$ cat config.mk
export PLATFORM = sky130hd
export DESIGN_NAME = alu_exec_unit
export DESIGN_NICKNAME = d
export VERILOG_FILES = /design/src/rtl/alu_pkg.sv /design/src/rtl/alu_shift_iter.sv /design/src/rtl/alu_exec_unit.sv
export SDC_FILE = /design/constraint.sdc
export NUM_CORES = 1
export LEC_CHECK = 0
export CORE_ASPECT_RATIO = 0.75
export CORE_MARGIN = 2
export CORE_UTILIZATION = 60
export CTS_BUF_LIST = sky130_fd_sc_hd__clkbuf_4
export DETAILED_ROUTE_END_ITERATION = 16
export GPL_TIMING_DRIVEN = 1
export PLACE_DENSITY = 0.95
export SLEW_MARGIN = 40
export SYNTH_ARGS = -nofsm -noshare
export SYNTH_HDL_FRONTEND = slang
export SYNTH_SLANG_ARGS = --single-unit
$ cat constraint.sdc
create_clock -name clk -period 3.04 [get_ports clk]
set_input_delay 0.304 -clock clk [delete_from_list [all_inputs] [get_ports clk]]
set_output_delay 0.304 -clock clk [all_outputs]
set_load 0.005 [all_outputs]
$ cat src/rtl/alu_pkg.sv
// Shared op encoding and state type for the ALU controller and execute stage.
package alu_pkg;
  localparam int DEF_DATA_WIDTH = 32;
  localparam int DEF_SHAMT_W    = 5;

  typedef enum logic [3:0] {
    OP_AND = 4'b0000,
    OP_SUB = 4'b0001,
    OP_ADD = 4'b0010,
    OP_OR  = 4'b0011,
    OP_XOR = 4'b0100,
    OP_SLL = 4'b0101,
    OP_SRL = 4'b0110,
    OP_SRA = 4'b0111,
    OP_EQ  = 4'b1000,
    OP_SLT = 4'b1001
  } alu_op_e;

  typedef enum logic [1:0] {
    ST_IDLE,
    ST_SHIFT,
    ST_DONE
  } alu_state_e;

  function automatic logic is_shift_op(input logic [3:0] op);
    return (op == OP_SLL) || (op == OP_SRL) || (op == OP_SRA);
  endfunction
endpackage

$ cat src/rtl/alu_shift_iter.sv
// One-bit-per-cycle shifter; o_done flags the cycle whose shift is the last one.
module alu_shift_iter
  import alu_pkg::*;
#(
  parameter int DATA_WIDTH = DEF_DATA_WIDTH,
  parameter int SHAMT_W    = DEF_SHAMT_W
) (
  input  logic                  clk,
  input  logic                  reset,
  input  logic                  i_flush,
  input  logic                  i_start,
  input  logic [3:0]            i_op,
  input  logic [DATA_WIDTH-1:0] i_a,
  input  logic [SHAMT_W-1:0]    i_shamt,
  output logic                  o_busy,
  output logic                  o_done,
  output logic [DATA_WIDTH-1:0] o_result
);
  logic [DATA_WIDTH-1:0] r_sh;
  logic [SHAMT_W-1:0]    r_cnt;
  logic                  r_left;
  logic                  r_arith;
  logic [DATA_WIDTH-1:0] w_next;

  assign w_next = r_left ? {r_sh[DATA_WIDTH-2:0], 1'b0}
                         : {r_arith & r_sh[DATA_WIDTH-1], r_sh[DATA_WIDTH-1:1]};

  always_ff @(posedge clk or posedge reset) begin
    if (reset) begin
      r_sh    <= '0;
      r_cnt   <= '0;
      r_left  <= 1'b0;
      r_arith <= 1'b0;
    end else if (i_flush) begin
      r_cnt <= '0;
    end else if (i_start) begin
      r_sh    <= i_a;
      r_cnt   <= i_shamt;
      r_left  <= (i_op == OP_SLL);
      r_arith <= (i_op == OP_SRA);
    end else if (o_busy) begin
      r_sh  <= w_next;
      r_cnt <= r_cnt - 1'b1;
    end
  end

  assign o_busy   = (r_cnt != '0);
  assign o_done   = (r_cnt == SHAMT_W'(1));
  assign o_result = w_next;
endmodule

$ cat src/rtl/alu_exec_unit.sv
// Registered execute stage: single-cycle logic/arith/compare, iterative shifts.
module alu_exec_unit
  import alu_pkg::*;
#(
  parameter int DATA_WIDTH = DEF_DATA_WIDTH,
  parameter int SHAMT_W    = DEF_SHAMT_W
) (
  input  logic                  clk,
  input  logic                  reset,
  input  logic                  flush,
  input  logic                  in_valid,
  output logic                  in_ready,
  input  logic [3:0]            in_op,
  input  logic [DATA_WIDTH-1:0] in_a,
  input  logic [DATA_WIDTH-1:0] in_b,
  output logic                  out_valid,
  input  logic                  out_ready,
  output logic [DATA_WIDTH-1:0] out_result,
  output logic                  out_zero
);
  alu_state_e            r_state;
  logic [DATA_WIDTH-1:0] r_result;
  logic                  r_zero;

  logic [SHAMT_W-1:0]    w_shamt;
  logic                  w_accept;
  logic                  w_sh_start;
  logic                  w_sh_busy;
  logic                  w_sh_done;
  logic [DATA_WIDTH-1:0] w_sh_res;
  logic [DATA_WIDTH-1:0] w_alu_res;

  assign w_shamt    = in_b[SHAMT_W-1:0];
  assign in_ready   = ((r_state == ST_IDLE) || ((r_state == ST_DONE) && out_ready))
                      && !flush && !w_sh_busy;
  assign w_accept   = in_valid && in_ready;
  assign w_sh_start = w_accept && is_shift_op(in_op) && (w_shamt != '0);

  // Shift ops only reach this path with shamt 0, where the result is a unchanged.
  always_comb begin
    w_alu_res = '0;
    case (in_op)
      OP_AND:  w_alu_res = in_a & in_b;
      OP_SUB:  w_alu_res = in_a - in_b;
      OP_ADD:  w_alu_res = in_a + in_b;
      OP_OR:   w_alu_res = in_a | in_b;
      OP_XOR:  w_alu_res = in_a ^ in_b;
      OP_SLL, OP_SRL, OP_SRA: w_alu_res = in_a;
      OP_EQ:   w_alu_res = {{(DATA_WIDTH-1){1'b0}}, in_a == in_b};
      OP_SLT:  w_alu_res = {{(DATA_WIDTH-1){1'b0}}, $signed(in_a) < $signed(in_b)};
      default: w_alu_res = '0;
    endcase
  end

  alu_shift_iter #(.DATA_WIDTH(DATA_WIDTH), .SHAMT_W(SHAMT_W)) u_shift (
    .clk      (clk),
    .reset    (reset),
    .i_flush  (flush),
    .i_start  (w_sh_start),
    .i_op     (in_op),
    .i_a      (in_a),
    .i_shamt  (w_shamt),
    .o_busy   (w_sh_busy),
    .o_done   (w_sh_done),
    .o_result (w_sh_res)
  );

  always_ff @(posedge clk or posedge reset) begin
    if (reset) begin
      r_state  <= ST_IDLE;
      r_result <= '0;
      r_zero   <= 1'b1;
    end else if (flush) begin
      r_state <= ST_IDLE;
    end else begin
      case (r_state)
        ST_IDLE, ST_DONE: begin
          if (w_accept) begin
            if (w_sh_start) begin
              r_state <= ST_SHIFT;
            end else begin
              r_state  <= ST_DONE;
              r_result <= w_alu_res;
              r_zero   <= (w_alu_res == '0);
            end
          end else if ((r_state == ST_DONE) && out_ready) begin
            r_state <= ST_IDLE;
          end
        end
        ST_SHIFT: begin
          if (w_sh_done) begin
            r_state  <= ST_DONE;
            r_result <= w_sh_res;
            r_zero   <= (w_sh_res == '0);
          end
        end
        default: r_state <= ST_IDLE;
      endcase
    end
  end

  assign out_valid  = (r_state == ST_DONE);
  assign out_result = r_result;
  assign out_zero   = r_zero;
endmodule

==> results of run 1 <==
[cells in the mapped netlist (9+ instances only)]
master | instances | area (µm²)
mux2i_1 | 38 | 380
dfrtp_1 | 73 | 1830
nor2b_1 | 22 | 138
a21oi_1 | 134 | 671
a211oi_1 | 22 | 165
a221oi_1 | 12 | 105
ha_1 | 98 | 1230
nand2b_1 | 13 | 81.3
buf_2 | 23 | 115
nor3_1 | 29 | 145
inv_1 | 96 | 360
a221o_1 | 10 | 100
or3_1 | 10 | 62.6
nand2_1 | 164 | 616
nor4_1 | 17 | 106
a22oi_1 | 11 | 82.6
o21ai_0 | 111 | 556
clkbuf_1 | 67 | 251
a31oi_1 | 11 | 68.8
o21a_1 | 10 | 75.1
o211ai_1 | 19 | 143
nand3_1 | 26 | 130
nand4_1 | 20 | 125
a21o_1 | 14 | 105
o31ai_1 | 21 | 158
nor2_1 | 145 | 544
and2_1 | 9 | 56.3
[metrics by stage]
stage	TNS (ps)	instances	hold WS [ps]
3_5_place_dp	-23740	1987	486
2_1_floorplan	0	1386	435
3_3_place_gp	-16140	1987	460
4_1_cts	-28.8	2043	234
[cells by family after synthesis]
family | after synthesis | share of synthesized area, %
and+or+nand+nor | 494 | 23.7
AOI/OAI and AO/OA | 472 | 31.5
buffers and inverters | 193 | 7.89
adders and majority gates | 100 | 12.8
DFF | 74 | 18.8
muxes | 43 | 4.46
xor gates and xnor gates | 10 | 0.887
[repair_timing]
action                     in CTS
pin swaps                      80
setup endpoints to repair      26
gates cloned                    0
gates resized for setup       290
buffers inserted               41
hold endpoints to repair        0
[layer usage]
layer	GRT overflow	GRT usage (%)
met4	352	94.9
met1	911	110
met5	71	93.7
met2	842	118
met3	455	105
==> results.cfg, run 1 <==
[yosys]
netlist_area_mm2 = 0.00988
avgSynthCellArea_um2 = 7.13
synth_edf_count = 0
ys_ff_latch = 74
synth-seq-area-share_pct = 18.8
netlist_instances = 1386
synth.distinct_cells = 94
yosysWarningCount = 0
synthArstFlopShare_pct = 100
ys.flop_type = dfrtp_1
synth_nets = 1559

[die]
dieHeight_um = 115
start_util_pct = 61.5
io-pin-count = 108
rows = 40
die_w_um = 152

[cts]
numCtsBuffers = 9
htree_levels = 3
cts_root_buf = clkbuf_4
cts_hold_buf = 0
clk_path_buf_depth = 2
clock-sinks = 74

[place]
gp_congestion = 1.16
io_buffers = 107
hpwl_mm = 37.8
dp_slack_ps = -1320
place_area_mm2 = 0.0137

[run_status]
status = aborted with a tool error
stop_stage = 5_1_grt
error = [ERROR GRT-0116] Global routing finished with congestion. Check the congestion regions in the DRC Viewer.

[grt]
grt_pass1_vias = 19346
grt_overflow_total = 2631
grt_start_max_net_pins = 69
grt_pass1_wl_mm = 139
track_usage_pct = 108
==> run 2, diff against run 1 <==
--- a/config.mk
+++ b/config.mk
@@ -5,13 +5,11 @@
 export SDC_FILE = /design/constraint.sdc
 export NUM_CORES = 1
 export LEC_CHECK = 0
-export CORE_ASPECT_RATIO = 0.75
 export CORE_MARGIN = 2
-export CORE_UTILIZATION = 60
-export CTS_BUF_LIST = sky130_fd_sc_hd__clkbuf_4
+export CORE_UTILIZATION = 40
 export DETAILED_ROUTE_END_ITERATION = 16
 export GPL_TIMING_DRIVEN = 1
-export PLACE_DENSITY = 0.95
+export PLACE_DENSITY_LB_ADDON = 0.15
 export SLEW_MARGIN = 40
 export SYNTH_ARGS = -nofsm -noshare
 export SYNTH_HDL_FRONTEND = slang
==> run 2 against run 1 <==
  * The flow now finishes, with violations (setup timing)
  * Area after synthesis is the same
  * Synthesized cell count is the same
==> results.cfg, run 2 <==
[worst_setup_path]
r2r_start = u_shift.r_cnt[1]
reg2reg_depth = 13
startpoint_type = primary input
worstSetupEndpoint = out_zero
cp_max_fo = 4
reg2reg_to = out_zero
cp-end-kind = flip-flop
critPathBufInv = 3
cp_slowest_cell = fa_2
path_cells = buf_8 -> ha_4 -> buf_6 -> fa_2 -> o21bai_4 -> a211oi_4 -> nor3_4 -> o21a_1 -> buf_6 -> o21ai_2 -> or3_1 -> a31oi_2 -> and4b_1 -> and4b_1 -> nand4_1 -> o31ai_2
max_stage_delay_ps = 440
worst-path-stages = 16
cp.arrival_ps = 3430
required_ps = 3300
crit_type = primary input to flip-flop
cp-startpoint = in_b[0]
reg2reg_slack_ps = 170
cpLargestDelayFamily = simple AND/OR/NAND/NOR gates

[cts]
cts_tree = built
numCtsBuffers = 9
clk_path_buf_depth = 2
htree_levels = 3
clk_latency_ps = 340
clk_pin_slew_ps = 70
cts_root_buf = clkbuf_16
cts_hold_buf = 0
clock-sinks = 74

[flow_run]
cap_violations = 0

[routing]
drt_iter0_drc = 1295
num_vias = 12872
drt-total-wl_mm = 47.2
wl_per_cell_um = 21.3
ant_nets = 0
drc = 0
drtPass1Iterations = 7
viasPerCell = 5.80

[yosys]
synth_most_common_cell = nand2_1
yosysWarningCount = 0
synth-seq-area-share_pct = 18.8
yosys.area.top_type = dfrtp_1
synth_nets = 1559
synthArstFlopShare_pct = 100
avgSynthCellArea_um2 = 7.13
synth_common_cells = nand2_1, nor2_1, a21oi_1
ys_ff_latch = 74
netlist_instances = 1386
synth.distinct_cells = 94
netlist.area_leader.share_pct = 18.5
netlist_area_mm2 = 0.00988
ys.flop_type = dfrtp_1
synth_area_leaders = dfrtp_1, ha_1, a21oi_1
synth_edf_count = 0

[place]
hpwl_mm = 37.2
gp_congestion = 0.985
io_buffers = 107
place_area_mm2 = 0.0144

[die]
dieHeight_um = 161
rows = 57
die_w_um = 161
io-pin-count = 108
dieArea_mm2 = 0.0260
fp.coreArea_mm2 = 0.0243
start_util_pct = 40.6

[timing]
setup_viol = 2
slew_headroom_pct = 56.0
hold_viol = 0
clock_skew_ps = 10.3
rsz0062_at_grt = yes
tightest_slew_ps = 660
setup_tns_ps = -162
fin_ws_ps = -130
finalCriticalPeriod_ps = 3170
max_freq_ghz = 0.315
min_period_over_period_pct = 104
finalMaxSlewViolations = 0

[pwr]
combinationalPowerShare_pct = 62.3
seq_power_share_pct = 23.2
peakVddDrop_mv = 0.461
powerDensity_mw_per_mm2 = 464
power.leakage_nw = 7.36
p_clk_share_pct = 14.5
power_switching_mw = 3.18
p_sw_share_pct = 42.0
internal-power_mw = 4.39

[run_status]
status = finished with violations
violations = setup timing

[final_layout]
mostFrequentLayoutCells = buf_4, nand2_1, nor2_1
nFillCells = 2097
fin_util_pct = 67.0
syn_to_final_growth_pct = 65.0
layout.nets = 2063
insertedDiodeCount = 0
final_common_cell = buf_4
final_layout_size_suffix_gt1_share_pct = 40.4
final_cell_area_mm2 = 0.0163
ff_latch_area_mm2 = 0.00185
multi_input_area_mm2 = 0.00859

[grt]
antenna_found_initial = 0
grt_pass1_wl_mm = 71.9
grt_pass1_vias = 12437
track_usage_pct = 35.7
grt_overflow_total = 0
grt_start_max_net_pins = 67

[min_path]
min_path_type = primary input to async pin
==> run 2: cell counts after synthesis <==
Identical to the previous run, type by type.
==> run 2: worst min path at each step <==
stage                     slack (ps)                to       startpoint
after floorplan                  430  u_shift.r_cnt[0]          in_b[0]
after global placement           470   u_shift.r_sh[0]  u_shift.r_sh[0]
after detailed placement         470   u_shift.r_sh[0]  u_shift.r_sh[0]
after CTS                        310    out_result[28]            reset
after global routing             330    out_result[28]            reset
final                            300    out_result[28]            reset
==> run 2: layout make-up <==
| class | count | area share (%) |
|---|---|---|
| clock buffer | 10 | 1.40 |
| inverter | 96 | 2.27 |
| clock inverter | 6 | 0.407 |
| sequential | 74 | 11.4 |
| tap | 324 | 2.49 |
| timing repair buffer | 590 | 29.4 |
| multi-input combinational | 1119 | 52.7 |
==> run 2: stage by stage <==
step / setup slack [ps] / hold slack (ps) / std cells / total power, mW
final: -130 / 303 / 2219 / 7.57
after global routing: -243 / 335 / 2219 / 8.06
after CTS: -42.2 / 312 / 2207 / 7.32
after detailed placement: -1180 / 470 / 2167 / 5.99
after global placement: -1120 / 466 / 2167 / 5.92
after floorplan: 5.40 / 435 / 1386 / 3.89
==> run 2: logic make-up after synthesis <==
| kind of cell | count (synthesis) | share of synthesized area, % |
|---|---|---|
| DFF | 74 | 18.8 |
| buffers and inverters | 193 | 7.89 |
| adders and majority gates | 100 | 12.8 |
| muxes | 43 | 4.46 |
| AOI/OAI and AO/OA | 472 | 31.5 |
| xor gates and xnor gates | 10 | 0.887 |
| and+or+nand+nor | 494 | 23.7 |
==> run 2: metal layers <==
metal / share of wire, % / vias to the layer above / global-route usage (%)
li1: - / 6026 / -
met1: 43 / 6150 / 47.8
met2: 45 / 575 / 57.5
met3: 7.8 / 121 / 6.60
met4: 4.2 / 0 / 13.3
met5: 0 / - / 0
==> run 2: worst reg2reg max path: cells and delay by family (launching register included) <==
family                   cells  cell delay, ps
AO/OA/AOI/OAI                2             440
adder cells (fa/ha/maj)      1             170
flip-flops                   1             380
AND/OR/NAND/NOR              9            1740
buffers and inverters        1              70
==> run 2: repair_timing <==
action                                  in CTS  in global routing
pin swaps                                   62                 78
resized for setup                          277                146
endpoints found under the setup margin      25                 23
setup buffers                               26                 16
==> run 2: power by group through the flow <==
stage	clock (mW)	combinational (mW)	sequential [mW]
floorplan	0	2.18	1.71
global placement	0	4.18	1.74
detailed placement	0	4.23	1.76
CTS	1.10	4.48	1.75
global route	1.14	5.12	1.80
finish	1.10	4.71	1.76
No activity file was read; power rests on OpenSTA's default activity.
==> run 3, diff against run 2 <==
--- a/config.mk
+++ b/config.mk
@@ -5,11 +5,14 @@
 export SDC_FILE = /design/constraint.sdc
 export NUM_CORES = 1
 export LEC_CHECK = 0
+export CELL_PAD_IN_SITES_DETAIL_PLACEMENT = 0
+export CELL_PAD_IN_SITES_GLOBAL_PLACEMENT = 2
 export CORE_MARGIN = 2
-export CORE_UTILIZATION = 40
+export CORE_UTILIZATION = 33
 export DETAILED_ROUTE_END_ITERATION = 16
 export GPL_TIMING_DRIVEN = 1
 export PLACE_DENSITY_LB_ADDON = 0.15
+export SETUP_SLACK_MARGIN = 0.15
 export SLEW_MARGIN = 40
 export SYNTH_ARGS = -nofsm -noshare
 export SYNTH_HDL_FRONTEND = slang
==> run 3 against run 2 <==
  * The flow still finishes with violations (setup timing)
  * Clock-buffer cell count up 1
  * Hold slack worse by 70 ps
  * Final cell count up 5.8%
  * Maximum frequency down 2.3%
  * Total power up 1.8%
  * Final area up 6.4%
  * First-iteration DRC count down 23%
  * Worst setup slack worse by 76 ps
  * Sequential share of layout area down 0.69 points
==> results.cfg, run 3 (synthesis results as in run 2) <==
[cts]
cts_tree = built
clock-sinks = 74
clk_latency_ps = 330
cts_root_buf = clkbuf_16
htree_levels = 3
numCtsBuffers = 9
clk_pin_slew_ps = 60
cts_hold_buf = 0
clk_path_buf_depth = 2

[worst_setup_path]
crit_type = primary input to flip-flop
max_stage_delay_ps = 460
r2r_start = u_shift.r_cnt[1]
critPathBufInv = 3
startpoint_type = primary input
reg2reg_depth = 14
cpLargestDelayFamily = simple AND/OR/NAND/NOR gates
required_ps = 3290
reg2reg_to = out_zero
cp.arrival_ps = 3490
path_cells = buf_6 -> buf_6 -> ha_4 -> o21ba_4 -> or4_4 -> a31o_2 -> o22ai_2 -> nand3_2 -> nor3_2 -> nand4_1 -> buf_4 -> nor4_4 -> and4_1 -> nand4_1 -> o31ai_2
cp-end-kind = flip-flop
reg2reg_slack_ps = -100
cp_slowest_cell = or4_4
cp_max_fo = 3

[run_status]
status = finished with violations
violations = setup timing

[routing]
viasPerCell = 5.49
num_vias = 12890
ant_nets = 0
drtPass1Iterations = 6
wl_per_cell_um = 21.2
drt-total-wl_mm = 49.8
drt_iter0_drc = 1003
drc = 0

[timing]
fin_ws_ps = -206
tightest_slew_ps = 734
min_period_over_period_pct = 107
finalCriticalPeriod_ps = 3250
rsz0062_at_grt = yes
slew_headroom_pct = 50.5
clock_skew_ps = 6.24
max_freq_ghz = 0.308
setup_viol = 6
whs_ps = 234
hold_viol = 0
setup_tns_ps = -418
finalMaxSlewViolations = 0

[final_layout]
fin_util_pct = 58.7
nFillCells = 2807
stdcell_count = 2347
layout.nets = 2125
final_common_cell = buf_4
insertedDiodeCount = 0
syn_to_final_growth_pct = 75.7
final_layout_size_suffix_gt1_share_pct = 45.6
mostFrequentLayoutCells = buf_4, nand2_1, nor2_1

[place]
hpwl_mm = 38.7
gp_congestion = 0.962
dp_cells = 2232
io_buffers = 107
dp_slack_ps = -1250

[min_path]
min_path_type = primary input to async pin

[grt]
track_usage_pct = 31.2
grt_overflow_total = 0
grt_start_max_net_pins = 67
antenna_found_initial = 0
grt_pass1_vias = 12476
grt_pass1_wl_mm = 74.0

[pwr]
power.leakage_nw = 7.78
peakVddDrop_mv = 0.289
powerDensity_mw_per_mm2 = 444

[die]
dieHeight_um = 177
die_w_um = 177
fp.coreArea_mm2 = 0.0296
start_util_pct = 33.4
io-pin-count = 108
dieArea_mm2 = 0.0313
rows = 63

[flow_run]
cap_violations = 0
## run 3: cell types whose count changed in the layout (fill, tap and decap cells not counted), sizes merged, moves of 4 or more
cell           change
clkdlybuf4s50      -8
clkinv             +4
buf               +74
dlygate4sd2        -7
## run 3: worst max path at each step
stage / startpoint / to / slack, ps / depth (start not counted)
4_1_cts: in_b[0] / out_zero / -200 / 14
6_report: in_b[0] / out_zero / -210 / 15
3_3_place_gp: in_a[0] / out_zero / -1170 / 15
3_5_place_dp: in_a[0] / out_zero / -1250 / 15
2_1_floorplan: in_b[3] / out_zero / 30 / 13
5_1_grt: in_b[0] / out_zero / -280 / 17
## run 3: what timing repair did
action	CTS	global route
buffers inserted	68	29
cloned	2	0
setup endpoints to repair	27	26
gates resized for setup	452	146
pin swaps	129	111
## run 3: layout make-up
| class | instances | area, µm² | area share (%) |
|---|---|---|---|
| Multi-Input combinational cell | 1119 | 8930 | 51.5 |
| Timing Repair Buffer | 652 | 5430 | 31.3 |
| Sequential cell | 74 | 1850 | 10.7 |
| Tap cell | 390 | 488 | 2.81 |
| Inverter | 96 | 387 | 2.23 |
| Clock buffer | 11 | 233 | 1.34 |
| Clock inverter | 5 | 31.3 | 0.180 |
## run 3: where the power goes
group / total (mW) / switching (mW) / internal, mW
logic: 4.99 / 2.49 / 2.50
clock network: 0.953 / 0.404 / 0.550
registers: 1.76 / 0.323 / 1.44
total: 7.70 / 3.22 / 4.48
## run 3: metrics by stage
| step | instance area (µm²) | total power, mW |
|---|---|---|
| after floorplan | 9940 | 3.90 |
| after global placement | 14500 | 6.01 |
| after detailed placement | 14500 | 6.05 |
| after CTS | 16700 | 7.46 |
| after global routing | 17400 | 8.24 |
| final | 17400 | 7.70 |
## run 3: per-layer routing
metal	part of all wire, %	wire length, µm	vias to the layer above	track usage, %
met5	0	0	-	0
met4	3.1	1520	0	9.64
met3	7.9	3930	94	6.62
met2	44	22100	511	48.7
met1	45	22300	6122	42.8
li1	-	-	6163	-
==> RTL edit 1: new RTL, flow settings as in run 2 <==
Re-encode `alu_state_e` (3 states) as one-hot, 3 bits wide.
--- a/src/rtl/alu_pkg.sv
+++ b/src/rtl/alu_pkg.sv
@@ -18,6 +18,6 @@
 
-  typedef enum logic [1:0] {
-    ST_IDLE,
-    ST_SHIFT,
-    ST_DONE
+  typedef enum logic [2:0] {
+    ST_IDLE  = 3'b001,
+    ST_SHIFT = 3'b010,
+    ST_DONE  = 3'b100
   } alu_state_e;
Formal check against the unedited RTL: same outputs for any inputs over 4 cycles, from zero or initial values and one cycle with reset high; so few cycles prove little.
==> RTL edit 1 against run 2 <==
- the flow still finishes with violations (negative setup slack)
- combinational power is 6.8% lower
- design area is 6.8% higher
- largest cell class unchanged
- clock power rose by 5%
- sequential share of layout area decreased by 0.57 points
- area after synthesis grew 5.3%
- sequential cell count increased by 1
- total power is 4.4% lower
- setup slack worse by 0.12 ns
- routed wire length grew 3.2%
- die area grew 5.2%
==> RTL edit 1: results (changes against run 2) <==
* Area contributors post-synth: dfrtp_1 (18%), ha_1 (12%), a21oi_1 (6.9%)
* Netlist cell types at 98 (+4.3%)
* First-pass GRT wire length at 73.0 mm (+1.6%)
* Post-synth top cells: nand2_1 (158), nor2_1 (158), a21oi_1 (144)
* Sw Pwr at 2.91 mW (-8.3%)
* Final WS setup at -0.247 ns (-0.117 ns)
* Post-synth net total at 1633 (+4.7%)
* Clock buffers and inverters, area share at 1.88% (+0.071 points)
* Skew final at 0.00574 ns (-0.00458 ns)
* Logic power comb at 4.39 mW (-6.8%)
* Failing checks: negative setup slack
* Multi-Input Combinational at 1188 (+6.2%)
* HPWL after DPL at 38.8 mm (+4.3%)
* Slowest-stage cell, CP: a2111o_1
* Min-Delay Path Class: input pin to flop
* Nets at 2157 (+4.6%)
* First-pass detailed-route iteration total at 6 (-1)
* Met3 wire len at 3.93 mm (+6.8%)
* Post-synthesis mux area share at 4.69% (+0.23 points)
* DR vias/cell at 5.76 (-0.75%)
* Drt initial violations at 1464 (+13%)
* Synth Area in XOR/XNOR at 0.505% (-0.38 points)
* Slowest stage delay, CP at 0.46 ns (+0.02 ns)
* Clock buf count at 11 (+1)
* Layout cells sized above 1 at 42.3% (+1.9 points)
* Outcome: finished with violations
* Setup violators final at 4 (+2)
* M2 GR Usage at 55.8% (-1.7 points)
* Setup TNS at -0.623 ns (-0.461 ns)
* Setup slack at placement at -1.25 ns (-0.0658 ns)
* Area of the multi-input gates at 0.00931 mm^2 (+8.3%)
* Non-Clock Buffer Count at 611 (+3.6%)
* Family with the most delay on the worst path: compound AO/OA/AOI/OAI gates
* P_leak at 7.68 nW (+4.4%)
* GRT Resource Usage Total at 35.1% (-0.65 points)
* Vias in the first global route at 12.7k (+1.9%)
* Met2 wire length at 22.0 mm (+3.0%)
* Clk pwr share at 16.0% (+1.5 points)
* Seq. cell area at 0.00188 mm^2 (+1.4%)
* Routability congestion estimate at 1.02 (+3.9%)
* Inverter count at 99 (+3.1%)
* Compound-gate portion of the synthesized area at 31.7% (+0.21 points)
* Post-CTS setup buffer count at 35 (+35%)
* Final-layout fill cell count at 2198 (+4.8%)
[RTL edit 1: cell types whose count changed in the layout (fill, tap and decap cells not counted), moves of 8 or more]
cell / change
ha_1: -9
dlygate4sd2_1: +16
nand2_1: -8
buf_4: +8
nor3b_1: +12
mux2_2: +9
o21ai_1: +14
[RTL edit 1: worst max path at each step]
stage	start	to	slack (ns)	cells past startpoint
6_report	in_b[6]	out_zero	-0.25	17
5_1_grt	in_a[0]	out_zero	-0.34	17
4_1_cts	in_a[0]	out_zero	-0.25	18
3_5_place_dp	in_a[4]	out_zero	-1.25	19
3_3_place_gp	in_a[4]	out_zero	-1.20	19
2_1_floorplan	in_a[0]	out_result[30]	-0.11	14
[RTL edit 1: stage by stage]
step,std cells,hold slack (ns)
2_1_floorplan,1460,0.435
6_report,2326,0.341
3_3_place_gp,2259,0.460
4_1_cts,2306,0.375
3_5_place_dp,2259,0.470
5_1_grt,2324,0.375
==> RTL edit 2: new RTL, settings of run 2 <==
Made on the original files. `DEF_DATA_WIDTH`: 32 -> 16.
--- a/src/rtl/alu_pkg.sv
+++ b/src/rtl/alu_pkg.sv
@@ -2,3 +2,3 @@
 package alu_pkg;
-  localparam int DEF_DATA_WIDTH = 32;
+  localparam int DEF_DATA_WIDTH = 16;
   localparam int DEF_SHAMT_W    = 5;
Interface: changed (resized in_a, in_b and out_result); port bits go from 108 to 60. The function was not compared with the original's and may differ.
==> RTL edit 2 against run 2 <==
- the run still ends with negative setup slack left
- register-to-register slack got worse by 0.10 ns
- total power decreased by 54%
- setup slack improved by 0.12 ns
- sequential cell count decreased by 32
- global-route usage decreased by 4.3 points
- routed wire length decreased by 53%
- clock power decreased by 53%
- design area decreased by 50%
- core utilization decreased by 3.2 points
- count of clock-buffer cells in the layout decreased by 2
- area after synthesis decreased by 47%
- die area decreased by 46%
- first-iteration DRC count decreased by 50%
==> RTL edit 2: results (changes against run 2) <==
* Routability congestion estimate at 0.964 (-2.1%)
* Slowest-stage cell, CP: or4b_4
* Outcome: finished with violations
* Synth Area in XOR/XNOR at 0.838% (-0.048 points)
* Skew final at 0.00521 ns (-0.00512 ns)
* Clk pwr share at 14.8% (+0.3 points)
* Setup violators final at 1 (-1)
* Sw Pwr at 1.39 mW (-56%)
* Final WS setup at -0.00916 ns (+0.121 ns)
* Largest net degree at the start of global routing at 43 (-36%)
* DR vias/cell at 5.81 (+0.20%)
* Family with the most delay on the worst path: compound AO/OA/AOI/OAI gates
* Logic power comb at 2.06 mW (-56%)
* Nets at 1028 (-50%)
* Routed WL at 22.0 mm (-53%)
* Final-layout fill cell count at 1183 (-44%)
* TritonCTS buffer count at 5 (-4)
* Post-synthesis adder-cell area fraction at 12.7% (-0.077 points)
* Worst reg2reg setup slack at 0.07 ns (-0.10 ns)
* Post-synth net total at 785 (-50%)
* Max rail drop VDD at 0.237 mV (-48%)
* Netlist cell types at 90 (-4.3%)
* Compound-gate portion of the synthesized area at 29.9% (-1.6 points)
* Seq/Total Area, Yosys at 20.1% (+1.4 points)
* P_leak at 3.65 nW (-50%)
* Slowest stage delay, CP at 0.49 ns (+0.05 ns)
* Critical path arrival at 3.25 ns (-0.18 ns)
* HPWL after DPL at 17.8 mm (-52%)
* GRT Resource Usage Total at 31.4% (-4.3 points)
* Post-synthesis mux area share at 3.71% (-0.75 points)
* Rel. slew slack at 52.3% (-3.7 points)
* Worst Path Max Fanout at 2 (-2)
* Ant diodes at 0 (unchanged)
* CTS H-tree depth at 2 (-1)
* Failing checks: negative setup slack
* Port Buf Inserts at 59 (-45%)
* Layout cells sized above 1 at 35.6% (-4.8 points)
* Clk_lat worst skew at 0.29 ns (-0.05 ns)
* Drt initial violations at 648 (-50%)
* Vias in the first global route at 6469 (-48%)
* First-pass GRT wire length at 34.7 mm (-52%)
* Area contributors post-synth: dfrtp_1 (20%), ha_1 (12%), a21oi_1 (6.1%)
* Setup slack at placement at -0.808 ns (+0.374 ns)
* First-pass detailed-route iteration total at 5 (-2)
* Setup TNS at -0.00916 ns (+0.153 ns)
## RTL edit 2: changes by cell type in the layout (fill, tap and decap cells not counted), sizes merged, moves of 22 or more
cell	before	now
a21oi	136	64
buf	493	223
clkdlybuf4s50	63	40
dfrtp	73	41
ha	98	50
inv	97	49
mux2i	38	16
nand2	164	71
nor2	145	67
o21ai	115	58
## RTL edit 2: path summary, 6_finish.rpt
kind	startpoint	endpoint	cells past startpoint
hold reg to reg	out_result[12]	out_result[12]	2
setup reg to reg	u_shift.r_cnt[1]	out_zero	11
min in group clk	in_b[0]	u_shift.r_cnt[0]	4
setup / recovery	in_a[0]	out_zero	14
max in group asynchronous	reset	u_shift.r_left	3
hold / removal	reset	out_result[2]	3
## RTL edit 2: cell type report
cell class              instances  area share [%]
multi-input cells             556            52.0
flip-flops and latches         42            13.0
clock buffers                   8            1.69
inverters                      49            2.28
well taps                     172            2.66
repair buffers                281            28.4
## RTL edit 2: per-layer routing
layer	global-route usage, %	vias up	wire length, um
met5	0	-	0
met4	13.6	0	816
met3	3.43	44	1570
met2	53.0	289	10400
met1	40.5	3085	9240
li1	-	3022	-
## RTL edit 2: through the flow
step	std cells	total power [mW]	hold slack [ns]	instance area [um^2]
6_report	1108	3.49	0.452	8080
4_1_cts	1107	3.46	0.450	8000
2_1_floorplan	692	1.89	0.435	5230
3_5_place_dp	1091	2.84	0.470	7440
3_3_place_gp	1091	2.80	0.462	7430
5_1_grt	1108	3.71	0.469	8080
## RTL edit 2: repair_timing
action | 4_1_cts | 5_1_grt
pin swaps | 28 | 7
setup endpoints to repair | 7 | 6
resized for setup | 112 | 21
hold buffers | 0 | 0
buffers inserted | 8 | 1
